File: src/rtl/rsa_pkg.sv
// Shared constants and types for the RSA decrypt front end.
package rsa_pkg;

  localparam int WIDTH = 12;

  typedef enum logic {
    PH_LO = 1'b0,
    PH_HI = 1'b1
  } phase_e;

endpackage

File: src/rtl/cipher_block_loader_word_fifo.sv
// word_fifo: small synchronous FIFO with extra-bit wrapping pointers and a zeroed head when empty.
module word_fifo #(
  parameter int WIDTH      = 12,
  parameter int FIFO_DEPTH = 4
) (
  input  logic             clk,
  input  logic             rst_n,
  input  logic             i_push,
  input  logic             i_pop,
  input  logic [WIDTH-1:0] i_din,
  output logic             o_full,
  output logic             o_empty,
  output logic [WIDTH-1:0] o_head
);

  localparam int AW = $clog2(FIFO_DEPTH);

  logic [WIDTH-1:0] r_mem [FIFO_DEPTH];
  logic [AW:0]      r_wptr;
  logic [AW:0]      r_rptr;
  logic             w_push;
  logic             w_pop;

  assign o_empty = (r_wptr == r_rptr);
  assign o_full  = (r_wptr[AW] != r_rptr[AW]) && (r_wptr[AW-1:0] == r_rptr[AW-1:0]);
  assign w_push  = i_push && !o_full;
  assign w_pop   = i_pop && !o_empty;
  assign o_head  = o_empty ? '0 : r_mem[r_rptr[AW-1:0]];

  // Pointer update; the extra MSB distinguishes full from empty.
  always_ff @(posedge clk or negedge rst_n) begin
    if (!rst_n) begin
      r_wptr <= '0;
      r_rptr <= '0;
    end else begin
      if (w_push) r_wptr <= r_wptr + 1'b1;
      if (w_pop)  r_rptr <= r_rptr + 1'b1;
    end
  end

  // Storage array, cleared on reset so no stale word survives.
  always_ff @(posedge clk or negedge rst_n) begin
    if (!rst_n) begin
      for (int i = 0; i < FIFO_DEPTH; i++) r_mem[i] <= '0;
    end else if (w_push) begin
      r_mem[r_wptr[AW-1:0]] <= i_din;
    end
  end

endmodule

File: src/rtl/cipher_block_loader.sv
// Packs ciphertext bytes into 12-bit words, queues them for the decrypt stage, holds key/n.
// Optional feature macro RANGE_CHECK_EN: drop words >= n and raise sticky range_err.
module cipher_block_loader
  import rsa_pkg::*;
#(
  parameter int FIFO_DEPTH = 4
) (
  input  logic             clk,
  input  logic             rst_n,
  input  logic             cfg_we,
  input  logic [WIDTH-1:0] cfg_key,
  input  logic [WIDTH-1:0] cfg_n,
  output logic             cfg_err,
  input  logic             in_valid,
  output logic             in_ready,
  input  logic [7:0]       in_data,
  output logic             out_valid,
  input  logic             out_ready,
  output logic [WIDTH-1:0] msgIn,
  output logic [WIDTH-1:0] key,
  output logic [WIDTH-1:0] n,
  output logic             range_err
);

  phase_e           r_phase;
  phase_e           w_phase_nxt;
  logic [7:0]       r_lo;
  logic             r_alive;
  logic             r_cfg_err;
  logic [WIDTH-1:0] r_key;
  logic [WIDTH-1:0] r_n;
  logic [WIDTH-1:0] w_word;
  logic [WIDTH-1:0] w_head;
  logic             w_full;
  logic             w_empty;
  logic             w_in_fire;
  logic             w_out_fire;
  logic             w_push;
  logic             w_drop;
  logic             w_idle;
  logic             w_unused;

  assign w_word     = {in_data[3:0], r_lo};
  assign w_unused   = ^in_data[7:4];
  assign w_in_fire  = in_valid && in_ready;
  assign w_out_fire = out_valid && out_ready;
  assign w_push     = w_in_fire && (r_phase == PH_HI) && !w_drop;
  assign w_idle     = w_empty && (r_phase == PH_LO);

  assign in_ready  = r_alive && !w_full;
  assign out_valid = !w_empty;
  assign msgIn     = w_head;
  assign key       = r_key;
  assign n         = r_n;
  assign cfg_err   = r_cfg_err;

`ifdef RANGE_CHECK_EN
  logic r_range_err;
  assign w_drop    = (w_word >= r_n);
  assign range_err = r_range_err;

  // Sticky flag for any word rejected by the modulus compare.
  always_ff @(posedge clk or negedge rst_n) begin
    if (!rst_n) begin
      r_range_err <= 1'b0;
    end else if (w_in_fire && (r_phase == PH_HI) && w_drop) begin
      r_range_err <= 1'b1;
    end
  end
`else
  assign w_drop    = 1'b0;
  assign range_err = 1'b0;
`endif

  // Packer phase register.
  always_ff @(posedge clk or negedge rst_n) begin
    if (!rst_n) r_phase <= PH_LO;
    else        r_phase <= w_phase_nxt;
  end

  // Packer next-state: every accepted byte toggles the phase.
  always_comb begin
    w_phase_nxt = r_phase;
    case (r_phase)
      PH_LO:   if (w_in_fire) w_phase_nxt = PH_HI; else w_phase_nxt = PH_LO;
      PH_HI:   if (w_in_fire) w_phase_nxt = PH_LO; else w_phase_nxt = PH_HI;
      default: w_phase_nxt = PH_LO;
    endcase
  end

  // Low byte capture and post-reset ready enable.
  always_ff @(posedge clk or negedge rst_n) begin
    if (!rst_n) begin
      r_lo    <= 8'h00;
      r_alive <= 1'b0;
    end else begin
      r_alive <= 1'b1;
      if (w_in_fire && (r_phase == PH_LO)) r_lo <= in_data;
    end
  end

  // Key/modulus load only while nothing is queued or half-packed; otherwise flag the attempt.
  always_ff @(posedge clk or negedge rst_n) begin
    if (!rst_n) begin
      r_key     <= '0;
      r_n       <= '0;
      r_cfg_err <= 1'b0;
    end else begin
      r_cfg_err <= cfg_we && !w_idle;
      if (cfg_we && w_idle) begin
        r_key <= cfg_key;
        r_n   <= cfg_n;
      end
    end
  end

  word_fifo #(
    .WIDTH      (WIDTH),
    .FIFO_DEPTH (FIFO_DEPTH)
  ) u_fifo (
    .clk     (clk),
    .rst_n   (rst_n),
    .i_push  (w_push),
    .i_pop   (w_out_fire),
    .i_din   (w_word),
    .o_full  (w_full),
    .o_empty (w_empty),
    .o_head  (w_head)
  );

endmodule

File: config.mk
export PLATFORM = sky130hd
export DESIGN_NAME = cipher_block_loader
export DESIGN_NICKNAME = d
export VERILOG_FILES = /design/src/rtl/rsa_pkg.sv /design/src/rtl/cipher_block_loader_word_fifo.sv /design/src/rtl/cipher_block_loader.sv
export SDC_FILE = /design/constraint.sdc
export NUM_CORES = 1
export LEC_CHECK = 0
export BUFFER_PORTS_ARGS = -buffer_cell sky130_fd_sc_hd__buf_2
export CORE_MARGIN = 10
export CORE_UTILIZATION = 45
export CTS_BUF_LIST = sky130_fd_sc_hd__clkbuf_4 sky130_fd_sc_hd__clkbuf_8
export DETAILED_ROUTE_END_ITERATION = 6
export HOLD_SLACK_MARGIN = 0.02
export MAX_ROUTING_LAYER = met4
export PLACE_DENSITY = 0.67
export SLEW_MARGIN = 20
export SYNTH_ARGS = -nofsm -noshare
export SYNTH_HDL_FRONTEND = slang
export SYNTH_HIERARCHICAL = 1
export SYNTH_SLANG_ARGS = --single-unit
File: constraint.sdc
create_clock -name clk -period 4.9 [get_ports clk]
set_clock_uncertainty 0.2 [all_clocks]
set_input_delay 0.245 -clock clk [delete_from_list [all_inputs] [get_ports clk]]
set_output_delay 0.245 -clock clk [all_outputs]
set_load 0.03 [all_outputs]
# [After elaboration in Yosys (flattened, before gate mapping)]
# Cells that the tools add are included.
# W data, S select, Z words.
[op_classes] add_sub_neg=2 n_bitwise=3 n_lt_le_gt_ge=3 eq_ne=3 reduce_logical=15 mux=10
[ops] cell="$bwmux W48" n=1
[ops] cell="$mux W12" n=4
[ops] cell="$bmux W12 S2" n=1
[ops] cell="$demux W12 S2" n=1
[ops] cell="$logic_and A1 B1 Y1" n=12
[ops] cell="$add A3 B1 Y3 const B" n=2
[ops] cell="$ge A3 B3 Y1 const B" n=2
[ops] cell="$not A2 Y3" n=2
[ops] cell="$eq A3 B3 Y1" n=1
[ops] cell="$logic_not A1 Y1" n=3
[ops] cell="$lt A3 B1 Y1 const B" n=1
[ops] cell="$eq A2 B2 Y1" n=1
[ops] cell="$mux W1" n=2
[ops] cell="$pmux W1 S2" n=1
[ops] cell="$ne A1 B1 Y1" n=1
[ops] cell="$not A1 Y1" n=1
[totals] wordCells=48 register_bits=89 out_inout_bits=40 in_bits=37

# [Depth between registers and ports, before layout]
# Gate-level depths: netlist of the first run.
[logic_depth] word_depth=7 ltp_mapped=11 ltp_nobuf=8

# [By module]
# The synthesis of the first run kept the hierarchy.
[by_module_without_submodules] mod="word_fifo" cells_each=170 instances=1 area_per_inst_um2=2650.0 seq_area_each_um2=1351.3
[by_module_without_submodules] mod="cipher_block_loader" cells_each=83 instances=1 area_per_inst_um2=1437.6 seq_area_each_um2=875.8

# [Worst setup path after synthesis of the first run]
# No wires, ideal clock.
[synth_timing] kind="reg2reg" start="register u_fifo.r_rptr[1]" end="register u_fifo/r_mem[10] (netlist name)" t_required_ns=4.575 slack_ns=1.789 setup_time_ns=0.125 arrival_time_ns=2.787 synth_period_minus_slack_ns=3.111 path_buffers=3 path_stages_with_launch=12 path_cell_list="dfrtp_1 buf_2 xor2_1 nor3_1 nor2b_1 and2_1 ha_1 clkbuf_1 nand2_1 a31oi_4 buf_6 mux2_2"
[synth_via] elab_chain_len=7
[synth_rtl] element="start, declared" line_no="cipher_block_loader_word_fifo.sv:20" rtl="logic [AW:0] r_rptr;"
[synth_rtl] element="start signal, assigned" line_no="cipher_block_loader_word_fifo.sv:37" rtl="if (w_pop) r_rptr <= r_rptr + 1'b1;"
[synth_rtl] element="$eq A2 B2 Y1" line_no="cipher_block_loader_word_fifo.sv:25" rtl="assign o_full = (r_wptr[AW] != r_rptr[AW]) && (r_wptr[AW-1:0] == r_rptr[AW-1:0]);"
[synth_rtl] element="$logic_and A1 B1 Y1" line_no="cipher_block_loader_word_fifo.sv:25"
[synth_rtl] element="net w_full" line_no="cipher_block_loader.sv:34" rtl="logic w_full;"
[synth_rtl] element="$logic_not A1 Y1" line_no="cipher_block_loader.sv:50" rtl="assign in_ready = r_alive && !w_full;"
[synth_rtl] element="$logic_and A1 B1 Y1" line_no="cipher_block_loader.sv:50"
[synth_rtl] element="net in_ready" line_no="cipher_block_loader.sv:15" rtl="output logic in_ready,"
[synth_rtl] element="$logic_and A1 B1 Y1" line_no="cipher_block_loader.sv:45" rtl="assign w_in_fire = in_valid && in_ready;"
[synth_rtl] element="$logic_and A1 B1 Y1" line_no="cipher_block_loader.sv:47" rtl="assign w_push = w_in_fire && (r_phase == PH_HI) && !w_drop;"
[synth_rtl] element="net w_push" line_no="cipher_block_loader.sv:38" rtl="logic w_push;"
[synth_rtl] element="$logic_and A1 B1 Y1" line_no="cipher_block_loader_word_fifo.sv:26" rtl="assign w_push = i_push && !o_full;"
[synth_rtl] element="end signal, assigned by index" line_no="cipher_block_loader_word_fifo.sv:46" rtl="r_mem[r_wptr[AW-1:0]] <= i_din;"
[synth_rtl] element="end, declared" line_no="cipher_block_loader_word_fifo.sv:18" rtl="logic [WIDTH-1:0] r_mem [FIFO_DEPTH];"
# The timed path passes the listed nets, and every way through them passes these cells.
# A chain may end at the register's enable or synchronous reset.

# [Final worst setup path of the first run]
[layout_timing] start="register u_fifo.r_rptr[1]" end="register u_fifo/r_mem[23] (netlist name)"
[layout_via] elab_chain_len=7
[layout_rtl] element="$eq A2 B2 Y1" line_no="cipher_block_loader_word_fifo.sv:25"
[layout_rtl] element="$logic_and A1 B1 Y1" line_no="cipher_block_loader_word_fifo.sv:25"
[layout_rtl] element="net w_full" line_no="cipher_block_loader.sv:34"
[layout_rtl] element="$logic_not A1 Y1" line_no="cipher_block_loader.sv:50"
[layout_rtl] element="$logic_and A1 B1 Y1" line_no="cipher_block_loader.sv:50"
[layout_rtl] element="$logic_and A1 B1 Y1" line_no="cipher_block_loader.sv:45"
[layout_rtl] element="$logic_and A1 B1 Y1" line_no="cipher_block_loader.sv:47"
[layout_rtl] element="net w_push" line_no="cipher_block_loader.sv:38"
[layout_rtl] element="$logic_and A1 B1 Y1" line_no="cipher_block_loader_word_fifo.sv:26"
# The timed path passes the listed nets, and every way through them passes these cells.

==> flow_summary.json, run 1 <==
{
  "status": "finished clean",
  "cts-root-buf": "clkbuf_8",
  "min_period_ns": 3.644,
  "gp_congestion": 0.7592,
  "core-area_um2": 8763,
  "synth_edf_count": 0,
  "grt_pass1_wl_mm": 14.06,
  "synth_common_cells": "dfrtp_1, mux2_2, mux2_4, nor2b_1, mux4_2",
  "arrival_ns": 3.67,
  "cp_max_fo": 16,
  "yosys_warnings": 6,
  "clk_pin_slew_worst_paths_ns": 0.08,
  "grt-ovfl-total": 0,
  "clock-sinks": 89,
  "die_area_um2": 13300,
  "drive_gt1_share_pct": 53.42,
  "design_area_um2": 5050,
  "antenna_left": 0,
  "power_density_nw_per_um2": 716.1,
  "diodes": 0,
  "critPathRequiredTime_ns": 4.93,
  "synth.area.top_cells": "dfrtp_1, mux2_2, mux2_4",
  "placed_cell_area_um2": 4522,
  "dieWidth_um": 115.3,
  "criticalPathCategory": "reg2reg",
  "synth-seq-cells": 89,
  "min_path_type": "in2async",
  "total_power_w": 0.003616,
  "wl_per_cell_um": 18.34,
  "antenna_found_initial": 0,
  "p_leak_nw": 2.415,
  "syn_avg_cell_area_um2": 16.16,
  "drt_iter0_markers": 114,
  "grt_pass1_vias": 2666,
  "drv_slew": 0,
  "vias": 2407,
  "drv_cap": 0,
  "async_flop_share_pct": 100.0,
  "fin_nets": 406,
  "row_count": 34,
  "worst_slack_ns": 1.256,
  "dr.pass1.iters": 4,
  "yosys.area_share.simple_pct": 3.581,
  "htree_levels": 3,
  "vias_per_cell": 5.089,
  "synth_compound_area_share_pct": 2.571,
  "rsz0062_at_grt": "false",
  "syn_area_um2": 4088,
  "tightest_slew_ns": 0.9763,
  "synthXorXnorAreaFrac_pct": 2.755,
  "io_buffers": 75,
  "place_ws_ns": 1.225,
  "setup_violations": 0,
  "postSynthNetCount": 297,
  "postSynthCellCount": 253,
  "finalHoldViolations": 0,
  "synth_top_family_by_area": "multiplexers",
  "track_usage_pct": 13.79,
  "relSlewSlack_pct": 34.71,
  "post-route-period-util_pct": 74.37,
  "pin_count": 77,
  "yosysTopAreaCellShare_pct": 54.48,
  "peakVddDrop_uv": 321.9,
  "yosys.area.top_type": "dfrtp_1",
  "grt_max_degree": 73,
  "worst_setup_path_start_kind": "flop",
  "dp_hpwl_mm": 5.766,
  "synth.distinct_cells": 28,
  "die_h_um": 115.3,
  "cts_buffers": 9,
  "area_delta_synth_final_pct": 23.54,
  "r2r_slack_ns": 1.26,
  "seq_area_frac_synth_pct": 54.48,
  "yosysMostFrequentCell": "dfrtp_1",
  "ys.flop_type": "dfrtp_1",
  "clk_latency_ns": 0.35,
  "routed_wl_mm": 8.675,
  "synthAdderAreaFrac_pct": 2.143,
  "synth_mux_area_share_pct": 31.22,
  "drc": 0,
  "timing.fmax_mhz": 274.4,
  "cts_tree": "done",
  "end_kind": "flop",
  "fin_tns_setup_ns": 0,
  "cts.path.max_buffers": 2,
  "start_util_pct": 46.64
}
## cells by family after synthesis
group / Yosys count
DFF: 89
AOI/OAI and AO/OA: 10
other: 2
and+or+nand+nor: 23
buffers and inverters: 19
xor gates and xnor gates: 9
adders and majority gates: 7
muxes: 94
## metal layers
metal	wire [µm]	up-vias	part of all wire, %	GRT usage (%)
li1	-	1114	-	-
met2	4641	31	53	22.60
met4	97	0	1.1	4.950
met3	232	6	2.7	2.292
met1	3703	1256	43	16.78
met5	0	-	0	-
## cell type report
| type | count | area [µm²] |
|---|---|---|
| Timing Repair Buffer | 112 | 740.7 |
| Fill cell | 708 | 3714 |
| Tap cell | 108 | 135.1 |
| Inverter | 5 | 18.77 |
| Sequential cell | 89 | 2227 |
| Clock buffer | 11 | 145.1 |
| Multi-Input combinational cell | 145 | 1740 |
| Clock inverter | 3 | 42.54 |
## critical path: stages (launching register included)
cell and delay (ns):
dfrtp_1 0.84, xor2_1 0.44, nor3_1 0.10, nor2b_1 0.18, and2_1 0.18, ha_1 0.30, nand2_1 0.11, a31oi_2 0.77
mux2_2 0.42
## cell usage in the layout (no fill, tap or decap), types with 3 or more instances in the layout
cell and instances:
nor2b_1 13, buf_4 4, mux2_4 22, mux2_2 60
xnor2_1 3, inv_1 5, dlygate4sd3_1 34, buf_2 74
a31oi_2 3, dfrtp_1 89, xor2_1 3, mux4_2 12
nand2_1 4, ha_1 7, clkbuf_8 10
## state kept, by name, summed over array words and instances (netlist names)
name           cells
r_lo               8
key               12
u_fifo/r_rptr      3
r_alive            1
u_fifo/r_wptr      3
cfg_err            1
u_fifo/r_mem      48
n                 12
r_phase            1
## report_power, final
part	internal (W)	switching, W	total, W
Clock	0.000249	0.000246	0.000496
Combinational	0.000825	0.000967	0.00179
Sequential	0.00108	0.000247	0.00133
## through the flow
step	instances	hold slack, ns	utilization [%]
global placement	425	-0.07364	51.60
floorplan	253	-0.2506	-
CTS	473	0.08749	57.62
finish	473	0.1095	57.62
detailed placement	425	-0.07293	51.60
global route	473	0.1380	57.62
## worst paths after layout
path,start,endpoint,depth (start not counted)
min in group clk,in_valid,r_phase$_DFF_PN0_,4
max,u_fifo/r_rptr[1]$_DFFE_PN0P_,u_fifo/r_mem[23]$_DFFE_PN0P_,8
max reg2reg,u_fifo/r_rptr[1]$_DFFE_PN0P_,u_fifo/r_mem[23]$_DFFE_PN0P_,8
min,rst_n,u_fifo/r_mem[2]$_DFFE_PN0P_,2
min reg2reg,n[8]$_DFFE_PN0P_,n[8]$_DFFE_PN0P_,1
max in group asynchronous,rst_n,u_fifo/r_wptr[1]$_DFFE_PN0P_,3
## what timing repair did
action,4_1_cts,5_1_grt
resized for setup,0,0
setup buffers,0,0
hold buffers,34,0
endpoints found under the hold margin,66,0
Power figures use the tool's default switching activity.
==> inputs of run 2 (changes only) <==
clock period = 3.47 ns   (was 4.9 ns; I/O delays follow)
==> run 2 against run 1 <==
Against the previous run: hold slack got worse by 0.018 ns; largest power group unchanged; die area stayed put; sequential power up 38%; critical path type unchanged; core utilization rose by 1.2 points; first-iteration DRC count rose by 23%.
==> flow_summary.json, run 2 (synthesis results as in run 1) <==
{
  "row_count": 34,
  "post-route-period-util_pct": 87.21,
  "startpoint": "u_fifo/r_wptr[1]$_DFFE_PN0P_",
  "place_ws_ns": 0.4629,
  "final_common_cell": "dfrtp_1",
  "drv_slew": 0,
  "grt_pass1_wl_mm": 14.41,
  "min_path_type": "in2reg",
  "crit_chain": "xor2_1 -> nor3_1 -> nor2b_1 -> and2_1 -> ha_1 -> nand2_1 -> a31oi_4 -> mux2_2",
  "worst_setup_path_start_kind": "flop",
  "clk_pin_slew_worst_paths_ns": 0.10,
  "start_util_pct": 46.64,
  "slowest_delay_ns": 0.49,
  "utilization_pct": 58.85,
  "cp_max_fo": 13,
  "relSlewSlack_pct": 42.05,
  "drv_cap": 0,
  "gp_congestion": 0.7802,
  "critPathRequiredTime_ns": 3.51,
  "criticalPathCategory": "reg2reg",
  "tightest_slew_ns": 0.8692,
  "cts_tree": "done",
  "final_cell_mix": "dfrtp_1, buf_2, mux2_2, dlygate4sd3_1, mux2_4",
  "finalHoldViolations": 0,
  "dieWidth_um": 115.3,
  "cts.path.max_buffers": 2,
  "cts.repair.resized": 0,
  "n_fill_cell": 695,
  "antenna_found_initial": 0,
  "vias_per_cell": 4.988,
  "drive_gt1_share_pct": 54.16,
  "peakVddDrop_uv": 407.8,
  "diodes": 0,
  "grt_pass1_vias": 2660,
  "cts-root-buf": "clkbuf_8",
  "cts_buffers": 9,
  "antenna_left": 0,
  "io_buffers": 75,
  "cpMaxStageDelayCell": "dfrtp_1",
  "worst_slack_ns": 0.4439,
  "top_register": "u_fifo/r_mem",
  "core-area_um2": 8763,
  "cts_setup_buffers": 0,
  "power_density_nw_per_um2": 1031,
  "p_leak_nw": 2.471,
  "clk_latency_ns": 0.35,
  "rsz0062_at_grt": "false",
  "holdWs_ns": 0.09133,
  "clock-sinks": 89,
  "timing.fmax_mhz": 330.5,
  "drc": 0,
  "pin_count": 77,
  "setup_violations": 0,
  "routed_wl_mm": 8.962,
  "largest_reg_flops": 48,
  "area_delta_synth_final_pct": 26.17,
  "holdCritStartpoint": "out_ready",
  "status": "finished clean",
  "fin_tns_setup_ns": 0,
  "wl_per_cell_um": 18.63,
  "grt_max_degree": 69,
  "min_period_ns": 3.026,
  "dp_hpwl_mm": 5.708,
  "dr.pass1.iters": 4,
  "vias": 2399,
  "htree_levels": 3,
  "die_h_um": 115.3,
  "grt-ovfl-total": 0,
  "die_area_um2": 13300,
  "track_usage_pct": 14.29,
  "end_kind": "flop",
  "drt_iter0_markers": 140,
  "arrival_ns": 3.06,
  "r2r_slack_ns": 0.44,
  "reg2reg_from": "u_fifo/r_wptr[1]$_DFFE_PN0P_",
  "fin_nets": 412
}
## run 2: cell count changes in the layout (fill, tap and decap cells not counted)
cell / previous run / this run
bufinv_16: 1 / 3
clkinv_2: 1 / 0
dlygate4sd3_1: 34 / 35
buf_4: 4 / 9
inv_6: 0 / 3
clkbuf_8: 10 / 9
clkbuf_4: 1 / 0
## run 2: per-stage QoR
stage                     instance area, µm²  std cells  power [W]
final                                   5157        481   0.005319
after global routing                    5157        481   0.005633
after CTS                               5157        481   0.005375
after detailed placement                4559        430   0.004454
after global placement                  4559        430   0.004403
after floorplan                         4088        253   0.003770
## run 2: power by group
group	internal (W)	total [W]	leakage (nW)	switching (W)
clock network	0.000486	0.000884	0.121	0.000397
registers	0.00153	0.00184	1.10	0.000312
logic	0.00118	0.00260	1.25	0.00142
## run 2: final cells by class
type,instances,area [µm²],share of cell area (%)
clock inverter,7,123.9,2.402
sequential,89,2227,43.18
inverter,5,18.77,0.3639
clock buffer,9,123.9,2.402
timing repair buffer,118,788.3,15.28
tap,108,135.1,2.620
multi-input combinational,145,1740,33.75
## run 2: worst max-delay path, delay by kind of cell, from the launching register on
family                   cells  cell delay (ns)
AO/OA/AOI/OAI                1             0.49
XOR/XNOR                     1             0.43
adder cells (fa/ha/maj)      1             0.33
flip-flops                   1             0.49
multiplexers                 1             0.40
AND/OR/NAND/NOR              4             0.57
## run 2: routing by layer
| layer | vias to the layer above | GRT usage (%) | wire length [µm] |
|---|---|---|---|
| met5 | - | - | 0 |
| met4 | 0 | 6.106 | 153 |
| met3 | 12 | 1.927 | 156 |
| met2 | 29 | 23.39 | 4647 |
| met1 | 1228 | 17.33 | 4003 |
| li1 | 1130 | - | - |
## run 2: final timing paths
kind,endpoint,cells after the start
hold / removal,u_fifo/r_rptr[0]$_DFFE_PN0P_,4
setup / recovery,u_fifo/r_mem[6]$_DFFE_PN0P_,8
min in group asynchronous,u_fifo/r_mem[38]$_DFFE_PN0P_,2
hold reg to reg,u_fifo/r_mem[13]$_DFFE_PN0P_,1
setup reg to reg,u_fifo/r_mem[6]$_DFFE_PN0P_,8
max in group asynchronous,u_fifo/r_mem[6]$_DFFE_PN0P_,3
## run 2: repair_timing
item                       in CTS  in global routing
hold buffers                   35                  0
setup endpoints to repair       0                  0
hold endpoints to repair      116                  0
==> inputs of run 3 (changes only) <==
HOLD_SLACK_MARGIN = 0.03   (was 0.02)
SYNTH_HIERARCHICAL = default   (was 1)
==> run 3 against run 2 <==
Against the previous run: clock power decreased by 27%; sequential cell count unchanged; global-route usage decreased by 0.85 points; critical path depth decreased by 1; critical endpoint is now u_fifo.r_mem[10]$_DFFE_PN0P_; largest power group unchanged.
==> flow_summary.json, run 3 <==
{
  "status": "finished clean",
  "fin_nets": 412,
  "gp_congestion": 0.7688,
  "routed_wl_mm": 8.154,
  "dieWidth_um": 113.6,
  "placed_cell_area_um2": 4424,
  "drive_gt1_share_pct": 52.55,
  "swShare_pct": 40.82,
  "criticalPathCategory": "reg2reg",
  "clk_pin_slew_worst_paths_ns": 0.08,
  "p_seq_share_pct": 37.2,
  "die_h_um": 113.6,
  "top_register": "u_fifo.r_mem",
  "hold_path_end": "r_phase$_DFF_PN0_",
  "synth.area.top_cells": "dfrtp_1, mux2_2, mux4_2",
  "p_leak_nw": 2.297,
  "tightest_slew_ns": 0.9134,
  "dp_hpwl_mm": 5.438,
  "grt_pass1_vias": 2588,
  "antenna_found_initial": 0,
  "row_count": 34,
  "grt-ovfl-total": 0,
  "yosysTopAreaCellShare_pct": 56.45,
  "whs_path_depth": 4,
  "drv_slew": 0,
  "drc": 0,
  "grt_max_degree": 74,
  "largest_reg_flops": 48,
  "critPathRequiredTime_ns": 3.50,
  "cts-root-buf": "clkbuf_8",
  "die_area_um2": 12910,
  "synth.distinct_cells": 30,
  "antenna_left": 0,
  "drv_cap": 0,
  "peakVddDrop_uv": 490.2,
  "post-route-period-util_pct": 82.41,
  "min_period_ns": 2.860,
  "end_kind": "flop",
  "grt_pass1_wl_mm": 13.64,
  "area_delta_synth_final_pct": 25.63,
  "reg2reg_depth": 7,
  "synth_common_cells": "dfrtp_1, mux2_2, and2_1, mux4_2, ha_1",
  "io_buffers": 75,
  "reg2reg_from": "u_fifo.r_wptr[1]$_DFFE_PN0P_",
  "cts.repair.resized": 0,
  "core-area_um2": 8636,
  "syn_avg_cell_area_um2": 15.65,
  "relSlewSlack_pct": 38.91,
  "multi_input_area_um2": 1609,
  "arrival_ns": 2.89,
  "seq_area_frac_synth_pct": 56.45,
  "clk_latency_ns": 0.34,
  "final_cell_mix": "dfrtp_1, mux2_2, buf_2, dlygate4sd3_1, and2_1",
  "yosys.area.top_type": "dfrtp_1",
  "regArea_um2": 2227,
  "internal-power_w": 0.002912,
  "yosysMostFrequentCell": "dfrtp_1",
  "rsz0062_at_grt": "false",
  "postSynthNetCount": 296,
  "r2r_slack_ns": 0.61,
  "synth-seq-cells": 89,
  "final_common_cell": "dfrtp_1",
  "power_frac_comb_pct": 49.7,
  "fin_tns_setup_ns": 0,
  "dr.pass1.iters": 4,
  "finalHoldViolations": 0,
  "design_area_um2": 4956,
  "cts_buffers": 9,
  "total_power_w": 0.004920,
  "drt_iter0_markers": 95,
  "pin_count": 77,
  "power_density_nw_per_um2": 992.7,
  "cts_tree": "done",
  "clock-sinks": 89,
  "postSynthCellCount": 252,
  "n_fill_cell": 724,
  "yosys_warnings": 0,
  "vias": 2398,
  "vias_per_cell": 4.985,
  "diodes": 0,
  "worst_setup_path_start_kind": "flop",
  "cts.path.max_buffers": 2,
  "htree_levels": 3,
  "synth_edf_count": 0,
  "min_path_type": "in2reg",
  "setup_violations": 0,
  "track_usage_pct": 13.44,
  "start_util_pct": 45.68,
  "syn_area_um2": 3945,
  "clock_power_share_pct": 13.1,
  "startpoint": "u_fifo.r_wptr[1]$_DFFE_PN0P_",
  "async_flop_share_pct": 100.0,
  "r2r-end": "u_fifo.r_mem[10]$_DFFE_PN0P_",
  "switchingPower_w": 0.002008,
  "timing.fmax_mhz": 349.7,
  "wl_per_cell_um": 16.95,
  "ys.flop_type": "dfrtp_1",
  "holdCritStartpoint": "in_valid",
  "cp_max_fo": 13
}
## run 3: cell count changes after synthesis, sizes merged, moves of 2 or more
cell	previous run	this run
and2	1	13
nand3	0	2
nor2b	13	0
nor3	2	0
o211ai	2	0
## run 3: per-layer routing
metal | track usage [%] | part of all wire [%] | vias up | wire, µm
li1 | - | - | 1135 | -
met4 | 4.315 | 1.1 | 0 | 88
met1 | 17.22 | 46 | 1218 | 3748
met3 | 2.362 | 2.5 | 7 | 200
met5 | - | 0 | - | 0
met2 | 21.23 | 50 | 38 | 4116
## run 3: cell type report
| cell class | instances | area share, % |
|---|---|---|
| multi-input cells | 146 | 32.47 |
| well taps | 108 | 2.727 |
| flip-flops and latches | 89 | 44.94 |
| inverters | 4 | 0.3030 |
| clock buffers | 12 | 3.080 |
| repair buffers | 118 | 15.91 |
| clock inverters | 4 | 0.5807 |
## run 3: what timing repair did
item                                    CTS  global route
endpoints found under the hold margin   122             0
buffers inserted                          0             0
hold buffers                             35             0
endpoints found under the setup margin    0             0
## run 3: critical path, cell delays in order, from the launching register on
cell and delay (ns):
dfrtp_1 0.45, xnor2_1 0.24, nand3_1 0.15, and3_1 0.19, ha_1 0.27, nand2_1 0.10
a31oi_2 0.72, mux2_2 0.42
## run 3: cells by family (layout without fill, tap and decap cells)
family / after synthesis / count (layout) / synth area share, %
AOI/OAI and AO/OA: 10 / 10 / 1.935
xor gates and xnor gates: 9 / 9 / 2.189
adders and majority gates: 7 / 7 / 2.220
buffers and inverters: 17 / 138 / 2.759
DFF: 89 / 89 / 56.45
muxes: 94 / 94 / 30.45
other: 2 / 2 / 0.1904
and+or+nand+nor: 24 / 24 / 3.806
## run 3: power by group through the flow
stage / sequential, W / combinational, W / clock [W]
floorplan: 0.00206 / 0.00158 / 0
global placement: 0.00183 / 0.00242 / 0
detailed placement: 0.00185 / 0.00245 / 0
CTS: 0.00183 / 0.00249 / 0.000670
global route: 0.00191 / 0.00265 / 0.000705
finish: 0.00183 / 0.00244 / 0.000645
## run 3: how the worst max path moves through the flow
| stage | to | slack [ns] | depth (start not counted) |
|---|---|---|---|
| after global routing | u_fifo.r_mem[3]$_DFFE_PN0P_ | 0.37 | 7 |
| final | u_fifo.r_mem[10]$_DFFE_PN0P_ | 0.61 | 7 |
| after floorplan | u_fifo.r_mem[32]$_DFFE_PN0P_ | 1.04 | 9 |
| after detailed placement | u_fifo.r_mem[10]$_DFFE_PN0P_ | 0.58 | 7 |
| after global placement | u_fifo.r_mem[4]$_DFFE_PN0P_ | 0.68 | 7 |
| after CTS | u_fifo.r_mem[10]$_DFFE_PN0P_ | 0.57 | 7 |
## run 3: per-stage QoR
step           util, %  cells  setup slack [ns]  hold WS, ns
2_1_floorplan        -    252             1.036      -0.3221
3_3_place_gp     51.23    430            0.6834       0.1646
3_5_place_dp     51.23    430            0.5794       0.1712
4_1_cts          57.39    481            0.5663      0.05095
5_1_grt          57.39    481            0.3743       0.1027
6_report         57.39    481            0.6104      0.06729
